===== src/rtl/morse_pkg.sv =====
// morse_pkg
//   Shared definitions for the Morse digit transmitter.
//   - morseStateT  : FSM state type (IDLE / MARK / SPACE / GAP)
//   - digit_to_code: 4-bit digit -> 5-bit element pattern, MSB sent first,
//                    1 = dash, 0 = dot; digits above 9 map to all dots
//   - decoder protocol limits, in decoder strobes, and timingParamsOk()
//     which checks a set of key-side unit lengths against those limits.
package morse_pkg;

    typedef enum logic [1:0] {
        IDLE,
        MARK,
        SPACE,
        GAP
    } morseStateT;

    // What the receiving decoder accepts, counted in its own strobes.
    localparam int DEC_DOT_MAX_STROBES      = 3;
    localparam int DEC_DASH_MIN_STROBES     = 4;
    localparam int DEC_ELEM_GAP_MAX_STROBES = 6;
    localparam int DEC_CODE_GAP_MIN_STROBES = 7;

    // Standard Morse digits: 1..5 start with that many dots, 6..9 start with
    // (digit-5) dashes, and 0 is five dashes.
    function automatic logic [4:0] digit_to_code(input logic [3:0] digit);
        logic [4:0] code;
        case (digit)
            4'd0:    code = 5'b11111;
            4'd1:    code = 5'b01111;
            4'd2:    code = 5'b00111;
            4'd3:    code = 5'b00011;
            4'd4:    code = 5'b00001;
            4'd5:    code = 5'b00000;
            4'd6:    code = 5'b10000;
            4'd7:    code = 5'b11000;
            4'd8:    code = 5'b11100;
            4'd9:    code = 5'b11110;
            default: code = 5'b00000;
        endcase
        return code;
    endfunction

    // The key and the decoder strobe are not phase-locked, so an interval of
    // N units can be seen as N or N+1 strobes; every bound gives up one strobe.
    function automatic bit timingParamsOk(input int dotUnits,
                                          input int dashUnits,
                                          input int elemGap,
                                          input int codeGap);
        return (dotUnits >= 1) &&
               (dotUnits + 1 <= DEC_DOT_MAX_STROBES) &&
               (dashUnits - 1 >= DEC_DASH_MIN_STROBES) &&
               (elemGap >= 1) &&
               (elemGap + 1 <= DEC_ELEM_GAP_MAX_STROBES) &&
               (codeGap - 1 >= DEC_CODE_GAP_MIN_STROBES);
    endfunction

endpackage


===== src/rtl/morse_unit_timer.sv =====
// morse_unit_timer
//   Prescaler plus unit counter that measures one interval of 'load' units,
//   each unit STROB_DIV clocks long.
//   Ports:
//     clock        in   clock
//     reset        in   asynchronous active-high reset
//     restart      in   start a new interval at the next edge; both counters clear
//     load         in   interval length in units, captured when restart is high
//     expire       out  registered pulse, high in the last clock of the interval
//     expireAhead  out  the value expire takes after the next edge
//   After expiring without a restart the timer stops and holds; it never wraps.
module morse_unit_timer
    import morse_pkg::*;
#(
    parameter int STROB_DIV = 12_500_000,
    parameter int UNIT_W    = 4
) (
    input  logic              clock,
    input  logic              reset,
    input  logic              restart,
    input  logic [UNIT_W-1:0] load,
    output logic              expire,
    output logic              expireAhead
);

    localparam int PRE_W = (STROB_DIV > 1) ? $clog2(STROB_DIV) : 1;
    localparam logic [PRE_W-1:0] PRE_LAST = PRE_W'(STROB_DIV - 1);

    logic [PRE_W-1:0]  preCount;
    logic [PRE_W-1:0]  preNext;
    logic [UNIT_W-1:0] unitCount;
    logic [UNIT_W-1:0] unitNext;
    logic [UNIT_W-1:0] target;
    logic [UNIT_W-1:0] targetNext;
    logic              running;
    logic              runningNext;

    // Next-state of the counters. The expire flag is derived from these next
    // values so it can be registered and still line up with the final clock
    // of the interval, including a one-clock interval right after restart.
    always_comb begin
        preNext     = preCount;
        unitNext    = unitCount;
        targetNext  = target;
        runningNext = running;
        if (restart) begin
            preNext     = '0;
            unitNext    = '0;
            targetNext  = load;
            runningNext = 1'b1;
        end else if (running) begin
            if (expire) begin
                runningNext = 1'b0;
            end else if (preCount == PRE_LAST) begin
                preNext  = '0;
                unitNext = unitCount + UNIT_W'(1);
            end else begin
                preNext = preCount + PRE_W'(1);
            end
        end
        expireAhead = runningNext &&
                      (preNext == PRE_LAST) &&
                      (unitNext == targetNext - UNIT_W'(1));
    end

    // Counter and flag registers.
    always_ff @(posedge clock or posedge reset) begin
        if (reset) begin
            preCount  <= '0;
            unitCount <= '0;
            target    <= '0;
            running   <= 1'b0;
            expire    <= 1'b0;
        end else begin
            preCount  <= preNext;
            unitCount <= unitNext;
            target    <= targetNext;
            running   <= runningNext;
            expire    <= expireAhead;
        end
    end

endmodule


===== src/rtl/morse_digit_tx.sv =====
// morse_digit_tx
//   Keys the 5-element Morse code of a decimal digit onto M, with element and
//   gap lengths chosen so the matching digit decoder classifies them cleanly.
//   Ports:
//     C      in   clock
//     R      in   asynchronous active-high reset
//     Digit  in   digit to send, sampled when Start is accepted
//     Start  in   single-cycle request strobe
//     M      out  key output, 1 = mark (key down)
//     Busy   out  high from the cycle after acceptance to the end of the code gap
//     Done   out  one-cycle pulse in the last cycle of the code gap
//     Err    out  one-cycle pulse after a Start with Digit > 9
//   Build option: define MORSE_TX_QUEUE_EN for a one-entry pending buffer that
//   holds a Start arriving while busy and sends it straight after the code gap.
module morse_digit_tx
    import morse_pkg::*;
#(
    parameter int STROB_DIV  = 12_500_000,
    parameter int DOT_UNITS  = 1,
    parameter int DASH_UNITS = 5,
    parameter int ELEM_GAP   = 2,
    parameter int CODE_GAP   = 8
) (
    input  logic       C,
    input  logic       R,
    input  logic [3:0] Digit,
    input  logic       Start,
    output logic       M,
    output logic       Busy,
    output logic       Done,
    output logic       Err
);

    localparam int MAX_A     = (DASH_UNITS > CODE_GAP) ? DASH_UNITS : CODE_GAP;
    localparam int MAX_B     = (DOT_UNITS > ELEM_GAP) ? DOT_UNITS : ELEM_GAP;
    localparam int MAX_UNITS = (MAX_A > MAX_B) ? MAX_A : MAX_B;
    localparam int UNIT_W    = $clog2(MAX_UNITS + 1);

    localparam logic [UNIT_W-1:0] DOT_L  = UNIT_W'(DOT_UNITS);
    localparam logic [UNIT_W-1:0] DASH_L = UNIT_W'(DASH_UNITS);
    localparam logic [UNIT_W-1:0] ELEM_L = UNIT_W'(ELEM_GAP);
    localparam logic [UNIT_W-1:0] CODE_L = UNIT_W'(CODE_GAP);

    localparam bit TIMING_OK = timingParamsOk(DOT_UNITS, DASH_UNITS, ELEM_GAP, CODE_GAP);

    morseStateT        state;
    logic [4:0]        pattern;
    logic [2:0]        index;
    logic [4:0]        startCode;
    logic              validStart;
    logic              badStart;
    logic              restart;
    logic [UNIT_W-1:0] load;
    logic              expire;
    logic              expireAhead;
    logic              gapNext;
`ifdef MORSE_TX_QUEUE_EN
    logic              pending;
    logic [4:0]        pendCode;
    logic              chain;
    logic [4:0]        chainCode;
`endif

    function automatic logic [UNIT_W-1:0] markUnits(input logic isDash);
        return isDash ? DASH_L : DOT_L;
    endfunction

    assign startCode  = digit_to_code(Digit);
    assign validStart = Start && (Digit <= 4'd9);
    assign badStart   = Start && (Digit > 4'd9);

    morse_unit_timer #(
        .STROB_DIV (STROB_DIV),
        .UNIT_W    (UNIT_W)
    ) unitTimer (
        .clock       (C),
        .reset       (R),
        .restart     (restart),
        .load        (load),
        .expire      (expire),
        .expireAhead (expireAhead)
    );

    // Every state entry restarts the timer with the length of the interval
    // being entered, so no phase error builds up between elements. gapNext
    // marks that the FSM will be in GAP after this edge; combined with
    // expireAhead it lets Done be registered yet land on the final GAP clock.
    // The pattern is shifted on leaving MARK, so in SPACE bit 4 is already the
    // next element to send.
    always_comb begin
        restart = 1'b0;
        load    = '0;
        gapNext = 1'b0;
`ifdef MORSE_TX_QUEUE_EN
        chain     = 1'b0;
        chainCode = pendCode;
`endif
        case (state)
            IDLE: begin
                if (validStart) begin
                    restart = 1'b1;
                    load    = markUnits(startCode[4]);
                end
            end
            MARK: begin
                if (expire) begin
                    restart = 1'b1;
                    load    = (index == 3'd4) ? CODE_L : ELEM_L;
                    gapNext = (index == 3'd4);
                end
            end
            SPACE: begin
                if (expire) begin
                    restart = 1'b1;
                    load    = markUnits(pattern[4]);
                end
            end
            GAP: begin
                gapNext = !expire;
`ifdef MORSE_TX_QUEUE_EN
                // A Start in the final GAP clock is newer than the buffered
                // entry, so it wins and goes out directly.
                if (expire && (validStart || pending)) begin
                    chain     = 1'b1;
                    chainCode = validStart ? startCode : pendCode;
                    restart   = 1'b1;
                    load      = markUnits(chainCode[4]);
                end
`endif
            end
            default: begin
                restart = 1'b0;
            end
        endcase
    end

    // Main FSM. All outputs are registers, so reset pulls M low immediately.
    // Without the queue a Start while busy, valid or not, is dropped silently.
    always_ff @(posedge C or posedge R) begin
        if (R) begin
            state   <= IDLE;
            pattern <= '0;
            index   <= '0;
            M       <= 1'b0;
            Busy    <= 1'b0;
            Done    <= 1'b0;
            Err     <= 1'b0;
`ifdef MORSE_TX_QUEUE_EN
            pending  <= 1'b0;
            pendCode <= '0;
`endif
        end else begin
            Done <= gapNext && expireAhead;
            Err  <= 1'b0;
            case (state)
                IDLE: begin
                    if (validStart) begin
                        pattern <= startCode;
                        index   <= '0;
                        M       <= 1'b1;
                        Busy    <= 1'b1;
                        state   <= MARK;
                    end else if (badStart) begin
                        Err <= 1'b1;
                    end
                end
                MARK: begin
                    if (expire) begin
                        M       <= 1'b0;
                        pattern <= {pattern[3:0], 1'b0};
                        state   <= (index == 3'd4) ? GAP : SPACE;
                    end
                end
                SPACE: begin
                    if (expire) begin
                        index <= index + 3'd1;
                        M     <= 1'b1;
                        state <= MARK;
                    end
                end
                GAP: begin
                    if (expire) begin
`ifdef MORSE_TX_QUEUE_EN
                        if (chain) begin
                            pattern <= chainCode;
                            index   <= '0;
                            M       <= 1'b1;
                            state   <= MARK;
                        end else begin
                            Busy  <= 1'b0;
                            state <= IDLE;
                        end
`else
                        Busy  <= 1'b0;
                        state <= IDLE;
`endif
                    end
                end
                default: begin
                    state <= IDLE;
                end
            endcase
`ifdef MORSE_TX_QUEUE_EN
            // While busy, a valid Start overwrites the buffer and an invalid
            // one only raises Err; chaining consumes whatever was pending.
            if (state != IDLE) begin
                if (chain) begin
                    pending <= 1'b0;
                end else if (validStart) begin
                    pending  <= 1'b1;
                    pendCode <= startCode;
                end
                if (badStart) begin
                    Err <= 1'b1;
                end
            end
`endif
        end
    end

    // Element and gap lengths outside the decoder's window would make it
    // misread the code; flag such a parameter set in simulation.
    always_ff @(posedge C) begin
        if (!R) begin
            assert (TIMING_OK);
        end
    end

endmodule

===== config.mk =====
export PLATFORM = sky130hd
export DESIGN_NAME = morse_digit_tx
export DESIGN_NICKNAME = d
export VERILOG_FILES = /design/src/rtl/morse_pkg.sv /design/src/rtl/morse_unit_timer.sv /design/src/rtl/morse_digit_tx.sv
export SDC_FILE = /design/constraint.sdc
export NUM_CORES = 1
export LEC_CHECK = 0
export BUFFER_PORTS_ARGS = -buffer_cell sky130_fd_sc_hd__buf_2
export CORE_MARGIN = 2
export CORE_UTILIZATION = 48
export CTS_CLUSTER_DIAMETER = 30
export DETAILED_ROUTE_END_ITERATION = 16
export PLACE_DENSITY = 0.66
export SLEW_MARGIN = 10
export SYNTH_ARGS = -nofsm -noshare
export SYNTH_HDL_FRONTEND = slang
export SYNTH_HIERARCHICAL = 1
export SYNTH_SLANG_ARGS = --single-unit

===== constraint.sdc =====
create_clock -name C -period 7.6 [get_ports C]
set_clock_uncertainty 0.1 [all_clocks]
set_input_delay 1.14 -clock C [delete_from_list [all_inputs] [get_ports C]]
set_output_delay 1.14 -clock C [all_outputs]
set_load 0.02 [all_outputs]

# --- Word-level counts from Yosys, hierarchy flattened ---
# Memory sizes are Yosys's and may differ from the RTL's.
# Index checks and enable logic that the tools add are counted.
word_totals:
  ff_bits: 48
  mem_bits_ro: 80
  input_bits: 7
  n_memories: 1
classes:
  add_sub_neg: 4
  n_lt_le_gt_ge: 2
  eq_ne: 11
  n_mux: 44
  n_reduce_logical: 17
mem_list:
  columns: ["name", "words", "width", "read_ports", "rd_ports_with_merged_regs", "wr", "line", "text"]
  rows:
  - ["(no name shown)", 16, 5, 1, 0, 0, "morse_pkg.sv:27", "case (digit)"]
op_table:
  columns: ["cell", "count"]
  rows:
  - ["$mux 24", 4]
  - ["$eq 24x24->1 const B", 2]
  - ["$mux 4", 7]
  - ["$add 24x1->24 const B", 1]
  - ["$mux 3", 6]
  - ["$mux 1", 13]
  - ["$pmux 4 s3", 1]
  - ["$mux 5", 2]
  - ["$pmux 5 s2", 1]
  - ["$reduce_and 3->1", 3]
  - ["$mux 2", 4]
  - ["$pmux 2 s4", 1]
  - ["$reduce_and 4->1", 2]
  - ["$ne 2x1->1 const B", 3]
  - ["$pmux 1 s2", 3]
  - ["$pmux 3 s2", 1]
  - ["$reduce_bool 2->1", 3]
  - ["$logic_and 1x1->1", 5]
  - ["$add 4x1->4 const B", 1]
  - ["$eq 2x2->1 const B", 2]
  - ["$eq 4x4->1", 1]
  - ["$gt 4x4->1 const B", 1]
  - ["$le 4x4->1 const B", 1]
  - ["$sub 4x1->4 const B", 1]
  - ["other kinds (9)", 9]

# --- Depth between registers and ports, before layout ---
depth:
  word_depth: 9
  ltp_mapped: 13

# --- Cells and area by module ---
# Netlist, hierarchy kept.
modules_own_cells:
  columns: ["mod", "instances", "cells_each", "area_per_inst_um2"]
  rows:
  - ["morse_unit_timer", 1, 204, 1940.6]
  - ["morse_digit_tx", 1, 99, 903.4]

# --- Least setup slack after synthesis ---
# Ideal clock, no wire load.
synth_timing:
  path_type: "in2reg"
  start: "input Digit[1]"
  end: "register Done"
  setup_time_ns: 0.073
  arrival_time_ns: 3.083
  required_time_ns: 7.427
  path_slack_ns: 4.344
  stages: 10
  n_path_buf: 1
  path_cell_list: "o21ai_2 -> nand3_1 -> a21oi_1 -> buf_4 -> mux2i_1 -> ha_1 -> xor2_1 -> nand2_1 -> nor4_2 -> nor2b_1"
synth_between:
  elab_chain_len: 9
  word_cells_on_any_way: 18
synth_rtl:
  columns: ["item", "line", "text"]
  rows:
  - ["start, declared", "morse_digit_tx.sv:26", "input logic [3:0] Digit,"]
  - ["$le 4x4->1 (*)", "morse_digit_tx.sv:69", "assign validStart = Start && (Digit <= 4'd9);"]
  - ["$logic_and 1x1->1 (*)", "morse_digit_tx.sv:69", null]
  - ["$mux 1 (*)", "morse_digit_tx.sv:100", "if (validStart) begin"]
  - ["$pmux 1 s2 (*)", "morse_digit_tx.sv:98", "case (state)"]
  - ["net restart", "morse_digit_tx.sv:52", "logic restart;"]
  - ["$mux 4 or $mux 24 (tied branches)", "morse_unit_timer.sv:46", "if (restart) begin"]
  - ["$sub 4x1->4 or $eq 24x24->1 (tied branches)", "morse_unit_timer.sv:63, morse_unit_timer.sv:62", null]
  - ["$eq 4x4->1 or $logic_and 1x1->1 (tied branches)", "morse_unit_timer.sv:63, morse_unit_timer.sv:61", null]
  - ["$logic_and 1x1->1 (*)", "morse_unit_timer.sv:62", "(preNext == PRE_LAST) &&"]
  - ["net expireAhead", "morse_digit_tx.sv:55", "logic expireAhead;"]
  - ["$logic_and 1x1->1 (*)", "morse_digit_tx.sv:153", "Done <= gapNext && expireAhead;"]
  - ["end signal, assigned", "morse_digit_tx.sv:153", null]
  - ["end, declared", "morse_digit_tx.sv:30", "output logic Done,"]
# Mark *: on every way through the listed nets, which the timed path passes. The rest lies on a longest branch.
# A chain may end at the register's enable or synchronous reset.

# --- Worst setup path after layout ---
# Same ends and word-level chain as after synthesis.

==> impl_metrics.tcl <==
set metrics [dict create \
    setup_tns_ns 0 \
    tightest_slew_ns 1.04 \
    cp-end-kind "flop" \
    synth_fp_nets 320 \
    grt_pass1_vias 1990 \
    clk_pin_slew_ns 0.08 \
    final_common_cell "dfrtp_1" \
    drt_iter0_drc 178 \
    clock.fmax_mhz 259 \
    cts_tree "built" \
    layout_min_cycle_time_ns 3.86 \
    met2_usage_pct 27.9 \
    crit_chain "buf_2 -> o21ai_2 -> nand3_1 -> a21oi_1 -> mux2i_1 -> ha_1 -> xor2_1 -> nand2_1 -> nor4_2 -> nor2b_1" \
    synth_adder_area_share_pct 4.40 \
    clk-insertion-delay-late_ns 0.30 \
    muxShareOfSynthArea_pct 4.80 \
    synth_area_leaders "dfrtp_1, xnor2_1, nor2_1" \
    synth_area_sq_um 2840 \
    netlist.area_leader.share_pct 42.2 \
    finalCritPeriodShare_pct 50.7 \
    synth_xor_area_share_pct 9.24 \
    cp_max_fo 11 \
    hpwl_mm 4.22 \
    grt_first_pass_wirelength_mm 9.80 \
    use_met1_pct 29.6 \
    slew_viol_final 0 \
    grt_overflow 0 \
    diodes 0 \
    cp_slowest_cell "a21oi_1" \
    total_power_mw 0.424 \
    leakage_nw 1.30 \
    grt_max_degree 35 \
    drt-vias-per-instance 5.43 \
    ys_seq_area_share_pct 42.2 \
    clock_sinks 48 \
    cts_made_buffers 5 \
    dp.cells 380 \
    cp-start-kind "input port" \
    max_cap_violations 0 \
    wl_mm 5.72 \
    final_hold_viol_count 0 \
    synth_edf_count 0 \
    max_stage_delay_ns 0.85 \
    powerDensity_nw_per_um2 140 \
    path_buf_inv 1 \
    hold_buffers 0 \
    critPathArrivalTime_ns 3.99 \
    synth-seq-cells 48 \
    cpLargestDelayFamily "compound AO/OA/AOI/OAI gates" \
    cts_max_path_buffers 2 \
    vias 2106 \
    met3_usage_pct 3.67 \
    layout_common_cells "dfrtp_1, nor2_1, nand2_1" \
    num-nets-final 329 \
    nFillCells 558 \
    worstSetupPathType "in2reg" \
    die_w_um 81.0 \
    synth_top_area_cell "dfrtp_1" \
    busiest_layer "met1" \
    setup_viol 0 \
    synth_cells 303 \
    gp_congestion 0.793 \
    cp_data_required_time_ns 7.73 \
    post_cts_buffers 0 \
    rsz0062_at_grt "no" \
    synth-compound-area-share_pct 9.02 \
    start_util_pct 48.9 \
    die-height_um 81.0 \
    synth-simple-area-share_pct 25.8 \
    drcViolationCount 0 \
    avgRoutedWirePerCell_um 14.7 \
    grt_util_all_layers_pct 19.4 \
    ys_warn_count 6 \
    outcome "complete, no violations" \
    slew_headroom_pct 30.4 \
    port_buffers 10 \
    core_area_sq_um 5820 \
    area_growth_pct 6.64 \
    io_pins 11 \
    instances_no_fill 388 \
    ctsResizeCount 0 \
    antenna_found_initial 0 \
    layout-drive-gt1-share_pct 11.2 \
    ant_nets 0 \
    synth_ff_type "dfrtp_1" \
    num_rows 28 \
    syn_area_per_cell_sq_um 9.39 \
    synth_cell_types 54 \
    ys_async_sr_fraction_pct 100 \
    design.die.area_sq_um 6560 \
    synth_top_family_by_area "simple AND/OR/NAND/NOR gates" \
    ir_drop_uv 66.3 \
    cts_htree_levels 2 \
    firstDrtPassIters 4 \
    min_path_type "reg2reg" \
    root_buffer "clkbuf_8" \
    r2r_setup_slack_ns 4.13 \
]
final timing paths:
kind / start / to / depth (start not counted)
worst max-delay path: Digit[1] / Done / 10
worst min-delay path: Busy / Busy / 1
worst max register to register: state[0] / Done / 10
worst min register to register: Busy / Busy / 1
max in group asynchronous: R / pattern[4] / 2
min in group asynchronous: R / index[2] / 2
synth_stat cells, drive strengths merged (9+ instances only):
library cell	instances
dfrtp	48
ha	10
inv	20
nand2	23
nand3	11
nand4	9
nor2	39
nor3	9
nor4	14
o21ai	12
xnor2	19
xor2	11
kinds of logic after synthesis:
family / count (synthesis)
simple gates: 136
flops: 48
compound gates: 37
xor+xnor: 30
buf+inv: 29
mux: 13
fa+ha+maj: 10
area by class of cell:
class | count | area [sq um] | share of cell area, %
Multi-Input combinational cell | 226 | 1520 | 50.0
Clock buffer | 8 | 90.1 | 2.97
Inverter | 20 | 75.1 | 2.48
Timing Repair Buffer | 11 | 57.6 | 1.90
Sequential cell | 48 | 1200 | 39.6
Tap cell | 75 | 93.8 | 3.09
per-stage QoR:
stage | instance area [sq um] | util (%) | hold WS, ns | setup slack [ns]
final | 3030 | 52.2 | 0.396 | 3.74
after global routing | 3030 | 52.2 | 0.413 | 3.59
after CTS | 3030 | 52.2 | 0.403 | 3.75
after detailed placement | 2940 | 50.6 | 0.382 | 3.43
after global placement | 2940 | 50.6 | 0.383 | 3.60
after floorplan | 2840 | - | 0.361 | 4.34
report_power, final:
group          total, mW  leakage, nW  internal [mW]  switching (mW)
Combinational     0.0123        0.645        0.00373         0.00853
Clock              0.155       0.0455         0.0743          0.0806
Sequential         0.257        0.605          0.256        0.000455
worst register-to-register path: stages, from the launching register on:
cell and delay (ns):
dfrtp_1 0.44, inv_1 0.11, ha_1 0.25, nand3_1 0.20, a21oi_1 0.85, mux2i_1 0.46, ha_1 0.31, xor2_1 0.15
nand2_1 0.08, nor4_2 0.30, nor2b_1 0.17
sequential cells by signal, summed over array words and instances (netlist names):
register	cells
state	2
pattern	5
unitTimer/running	1
unitTimer/preCount	24
Busy	1
Err	1
M	1
unitTimer/expire	1
unitTimer/unitCount	4
unitTimer/target	4
index	3
Done	1
per-layer routing:
layer / part of all wire (%) / routed length, um
met5: 0 / 0
met4: 1.1 / 61
met3: 3.8 / 218
met2: 44 / 2510
met1: 51 / 2930
(Power assumes the default switching activity.)
